$ cat config.mk
export PLATFORM = sky130hd
export DESIGN_NAME = xlink_tx_arbiter
export DESIGN_NICKNAME = d
export VERILOG_FILES = /design/src/rtl/xlink_tx_arbiter.sv
export SDC_FILE = /design/constraint.sdc
export NUM_CORES = 1
export LEC_CHECK = 0
export BUFFER_PORTS_ARGS = -buffer_cell sky130_fd_sc_hd__buf_2
export CELL_PAD_IN_SITES_DETAIL_PLACEMENT = 0
export CELL_PAD_IN_SITES_GLOBAL_PLACEMENT = 2
export CORE_MARGIN = 2
export CORE_UTILIZATION = 28
export DETAILED_ROUTE_END_ITERATION = 6
export PLACE_DENSITY = 0.89
export SYNTH_ARGS = -nofsm -noshare
export SYNTH_HDL_FRONTEND = slang
export SYNTH_SLANG_ARGS = --single-unit
export TNS_END_PERCENT = 30
$ cat constraint.sdc
create_clock -name clk -period 7 [get_ports clk]
set_input_delay 1.4 -clock clk [delete_from_list [all_inputs] [get_ports clk]]
set_output_delay 1.4 -clock clk [all_outputs]
set_load 0.02 [all_outputs]
$ cat src/rtl/xlink_tx_arbiter.sv
// xlink_tx_arbiter: packet-level round-robin arbiter that shares one XLink
// tx token port between NREQ producers; the grant is held until END/PAUSE.
// Ports:
//   clk, reset          clock, async active-high reset
//   req_token_in        9-bit token of requester i on [9i+8:9i]
//   req_valid           requester i presents a token
//   req_taken           one-hot accept of the granted requester's token
//   tx_token_out/valid  forwarded token to the tx buffer
//   tx_token_taken      tx buffer accepts the token
//   grant_id            current/last granted requester
//   busy                packet in progress
//   timeout_err         sticky watchdog error (XLINK_ARB_TIMEOUT_EN only)
// Option: define XLINK_ARB_TIMEOUT_EN to enable the stall watchdog, which
// closes a stalled packet with a forced END token.
module xlink_tx_arbiter #(
  parameter int NREQ    = 4,
  parameter int TIMEOUT = 1024
) (
  input  logic              clk,
  input  logic              reset,
  input  logic [9*NREQ-1:0] req_token_in,
  input  logic [NREQ-1:0]   req_valid,
  output logic [NREQ-1:0]   req_taken,
  output logic [8:0]        tx_token_out,
  output logic              tx_token_valid,
  input  logic              tx_token_taken,
  output logic [2:0]        grant_id,
  output logic              busy,
  output logic              timeout_err
);

  if (NREQ < 2 || NREQ > 8 || TIMEOUT < 2 || TIMEOUT > 65535) begin : g_chk
    $error("xlink_tx_arbiter: parameter out of range");
  end

`ifdef XLINK_ARB_TIMEOUT_EN
  typedef enum logic [1:0] {IDLE, FWD, FLUSH} state_t;
`else
  typedef enum logic [1:0] {IDLE, FWD} state_t;
`endif

  state_t     state_q, state_d;
  logic [2:0] last_q;
  logic [2:0] pick;
  logic       any_v;
  logic [8:0] g_tok;
  logic       g_vld;
  logic       term;
  logic       fwd_xfer;

  // Round-robin pick: smallest rotation distance after last_q wins.
  always_comb begin
    int best;
    int d;
    best = NREQ;
    pick = last_q;
    for (int i = 0; i < NREQ; i++) begin
      d = (i + NREQ - 1 - int'(last_q)) % NREQ;
      if (req_valid[i] && d < best) begin
        best = d;
        pick = 3'(i);
      end
    end
  end

  assign any_v = |req_valid;

  // Granted requester's token/valid.
  always_comb begin
    g_tok = '0;
    g_vld = 1'b0;
    for (int i = 0; i < NREQ; i++) begin
      if (grant_id == 3'(i)) begin
        g_tok = req_token_in[9*i +: 9];
        g_vld = req_valid[i];
      end
    end
  end

  assign term     = (g_tok == 9'h101) || (g_tok == 9'h102);
  assign fwd_xfer = g_vld && tx_token_taken;
  assign busy     = (state_q != IDLE);

`ifdef XLINK_ARB_TIMEOUT_EN
  logic [15:0] wd_q;
  logic        terr_q;
  logic        wd_hit;

  assign wd_hit      = (wd_q + 16'd1) == 16'(TIMEOUT);
  assign timeout_err = terr_q;
`else
  assign timeout_err = 1'b0;
`endif

  always_ff @(posedge clk or posedge reset) begin
    if (reset) state_q <= IDLE;
    else       state_q <= state_d;
  end

  always_comb begin
    state_d        = state_q;
    tx_token_out   = '0;
    tx_token_valid = 1'b0;
    req_taken      = '0;
    unique case (state_q)
      IDLE: begin
        if (any_v) state_d = FWD;
      end
      FWD: begin
        tx_token_out   = g_tok;
        tx_token_valid = g_vld;
        for (int i = 0; i < NREQ; i++)
          req_taken[i] = (grant_id == 3'(i)) && fwd_xfer;
        if (fwd_xfer && term) state_d = IDLE;
`ifdef XLINK_ARB_TIMEOUT_EN
        else if (!g_vld && wd_hit) state_d = FLUSH;
`endif
      end
`ifdef XLINK_ARB_TIMEOUT_EN
      FLUSH: begin
        tx_token_out   = 9'h101;
        tx_token_valid = 1'b1;
        if (tx_token_taken) state_d = IDLE;
      end
`endif
      default: state_d = IDLE;
    endcase
  end

  always_ff @(posedge clk or posedge reset) begin
    if (reset) begin
      grant_id <= '0;
      last_q   <= 3'(NREQ - 1);
    end else begin
      if (state_q == IDLE && any_v)
        grant_id <= pick;
      if (state_q == FWD && fwd_xfer && term)
        last_q <= grant_id;
`ifdef XLINK_ARB_TIMEOUT_EN
      if (state_q == FLUSH && tx_token_taken)
        last_q <= grant_id;
`endif
    end
  end

`ifdef XLINK_ARB_TIMEOUT_EN
  // Watchdog counts only granted-idle FWD cycles.
  always_ff @(posedge clk or posedge reset) begin
    if (reset) begin
      wd_q   <= '0;
      terr_q <= 1'b0;
    end else begin
      if (state_q == FWD && !g_vld) wd_q <= wd_q + 16'd1;
      else                          wd_q <= '0;
      if (state_q == FLUSH && tx_token_taken)
        terr_q <= 1'b1;
    end
  end
`endif

endmodule

==> key figures <==
Run status
  • Status: finished clean

Synthesis
  • Async S/R FF share, synth: 100%
  • Leading area contributor after synthesis: ha_1
  • Top cell type's share of synthesized area: 11.2%
  • Main flop type after synthesis: dfrtp_1
  • Net count after synthesis: 210
  • Area of the mapped netlist: 0.00134 mm²
  • Synthesis warning total: 0
  • Synth Register Bits: 7
  • Post-synthesis cell type count: 51
  • Sequential share of the synthesized area: 13.3%
  • Cells after Synth: 155
  • Largest cells by area after synthesis: ha_1 (11%), dfrtp_1 (9.3%), mux4_2 (6.7%)
  • Post-synth EDFFs: 0
  • Mean instance size in the synthesized netlist: ~8.6 µm²
  • Cell types with the highest counts after synthesis: inv_1 (13), nor2_1 (13), ha_1 (12), nand2_1 (12), nor3b_1 (9)

Timing
  • Worst clock skew: between 0.8 and 0.9 ps
  • Total count of max-transition violations in the final report: 0
  • Max-Slew Margin vs Limit: 53.6%
  • Hold Fails Final Rpt: 0
  • Transition time at the pin with the least slew margin: between 600 and 700 ps
  • Setup repair after global routing missed its margin: no
  • Minimum clock period after layout: ~5500 ps
  • Sum Neg Setup Slack: 0 ps
  • FMAX: between 150 and 200 MHz
  • Share of the clock period used by the worst path: 79.1%
  • Setup Viol. Count Final: 0

Clock network
  • Clock tree buffer depth: 2
  • Count of hold-fix buffers inserted at cts: 0
  • Clock latency of the later-clocked register in the worst-skew pair: 220 ps
  • Clk Tree Root Cell: clkbuf_8
  • H-tree lvl count: 1
  • Number of buffers added by the clock tree synthesis step: 3
  • Clock tree sinks: 7
  • CTS tree: yes
  • Clock transition at the registers of the reported paths: 40 ps
  • Resized Gates After CTS: 0
  • Count of buffers added by post-CTS timing repair for setup: 0

Final layout
  • Number of antenna diodes: 0
  • Net count, final: 268
  • Final core occ: 35.8%
  • Number of fill cells in the layout: 503
  • Fraction of layout instances using a drive strength above 1: about two fifths
  • Layout overhead on the synthesized area: 24.6%

Critical path
  • Worst EP arrival: 5650 ps
  • Maximum fanout along the worst path: 8
  • Worst R2R Start: last_q[0]
  • Required time at the endpoint of the critical path: 7110 ps
  • Critical path startpoint: req_valid[0]
  • Worst setup path category: in -> reg
  • Worst Reg2Reg Path Length in Cells: 22
  • CP Capture Type: register
  • Startpoint Class: primary input

Floorplanning
  • Area of the die: 0.00535 mm²
  • Core footprint: 0.00466 mm²
  • Number of placed I/O pins: 62
  • Die X-Extent: ~73 µm
  • Number of rows created at floorplan: 25
  • Starting density of the core: approximately 29%
  • Die Y: 73.1 µm

Pwr
  • Internal power: roughly 160 µW
  • Leakage power summed over all cells: 0.835 nW
  • P_sw: 117 µW
  • Proportion of total power due to net switching: 42.8%
  • Worst vdd ir: around 0.065 mV
  • Power share of the sequential group: 21.8%
  • Clock network power share: 20.9%
  • Power Density: 163 mW/mm²
  • Portion of total power attributed to combinational logic: a little under three fifths

Global routing
  • Number of global-route vias before repair: 1304
  • Overflow left after global routing: 0
  • Global router's overall resource usage: 14.4%
  • Maximum number of pins on one net before global-route repair: 20
  • Wire length of the first global-routing pass: 6210 µm
  • Number of antenna violations at the first check in global routing: 0

Detailed routing
  • Via density per instance: 5.15
  • 1st-iter DRT viols: 67
  • Via count: 1371
  • Antenna-violating nets left: 0
  • Number of remaining DRC errors: 0
  • Routed Wire Length: 3780 µm
  • 1st-pass router iterations: 4
  • Post-detailed-route wirelength per cell: 14.2 µm

Job
  • Maximum capacitance violations: 0

Worst hold path
  • Worst hold path type: reg -> reg
  • Worst hold stages: 2
  • Hold path startpoint: last_q[1]

Placed design
  • HPWL reported at the end of detailed placement: approximately 3000 µm
  • PortBufs: 60
  • Final estimated routing congestion in global placement: roughly 0.88
==> cell type report <==
cell class	count	area, µm²	area share (%)
timing repair buffer	61	308	18.5
clock buffer	4	45.0	2.70
sequential	7	178	10.7
tap	54	67.6	4.05
multi-input combinational	126	1020	61.0
inverter	14	52.6	3.15
==> through the flow <==
| stage | hold slack (ps) | area [µm²] | setup slack (ps) | std cells | total power, mW |
|---|---|---|---|---|---|
| final | 593 | 1670 | 1460 | 266 | 0.272 |
| after CTS | 594 | 1670 | 1510 | 266 | 0.275 |
| after floorplan | 536 | 1340 | 1810 | 155 | 0.182 |
| after global placement | 594 | 1620 | 1420 | 262 | 0.217 |
| after detailed placement | 584 | 1620 | 1280 | 262 | 0.217 |
| after global routing | 630 | 1670 | 1090 | 266 | 0.296 |
==> registers in the layout, summed over array words and instances, names as in the netlist <==
register  flops
grant_id      3
last_q        3
state_q       1
==> cells by family after synthesis <==
family	Yosys count	synth area share, %
other	1	0.280
buffers and inverters	22	10.7
AO/OA/AOI/OAI	37	23.3
adder cells (fa/ha/maj)	12	11.2
AND/OR/NAND/NOR	59	23.9
multiplexers	17	17.3
flip-flops	7	13.3
==> routing by layer <==
layer  up-vias  global-route usage, %  share of wire (%)
met1       639                   20.9                 45
met2        40                   22.3                 48
met3         2                   2.90                5.9
met4         0                   2.06               0.66
met5         -                      0                  0
li1        690                      -                  -
==> worst max-delay path: stages <==
cell and delay, ps:
buf_2 140, nand3_1 110, ha_1 310, nor3b_1 260
o211ai_1 130, a21boi_1 440, mux2_2 410, ha_1 290
or3b_2 470, a311o_1 300, nand2_1 230, nor2_1 90
a21oi_1 120, ha_1 250, a21oi_1 160, o2111ai_1 120
inv_1 80, a211oi_1 80, a32o_1 270
==> power by group through the flow <==
stage / clock network, mW / registers (mW) / logic, mW
global placement: 0 / 0.0605 / 0.156
finish: 0.0568 / 0.0594 / 0.156
CTS: 0.0584 / 0.0600 / 0.157
floorplan: 0 / 0.0514 / 0.130
detailed placement: 0 / 0.0605 / 0.157
global route: 0.0618 / 0.0619 / 0.173
==> final timing paths <==
kind	slack [ps]	end
max	1460	grant_id[2]
min	590	grant_id[1]
max reg2reg	1890	grant_id[2]
min reg2reg	590	grant_id[1]
max in group asynchronous	5650	last_q[0]
min in group asynchronous	1090	last_q[2]
==> cells in the final DEF, fill, tap and decap left out, types with 2 or more instances in the layout <==
| cell | netlist | layout |
|---|---|---|
| a31oi_1 | 2 | 2 |
| buf_2 | 1 | 60 |
| nor2_1 | 13 | 13 |
| nand3b_1 | 2 | 2 |
| a21oi_1 | 6 | 6 |
| dfrtp_1 | 5 | 5 |
| o211a_1 | 4 | 4 |
| mux4_2 | 4 | 4 |
| inv_1 | 13 | 13 |
| a211o_2 | 3 | 3 |
| ha_1 | 12 | 12 |
| dfstp_2 | 2 | 2 |
| a211oi_2 | 2 | 2 |
| mux2_2 | 5 | 5 |
| mux2i_1 | 7 | 7 |
| nand2_1 | 12 | 12 |
| nor2b_1 | 3 | 3 |
| a211oi_1 | 3 | 3 |
| o211ai_1 | 3 | 3 |
| nor3_1 | 7 | 7 |
| clkbuf_8 | 3 | 3 |
| nor3b_1 | 9 | 9 |
| a32o_1 | 2 | 2 |
| nand2b_1 | 4 | 4 |
(Power assumes the default switching activity.)
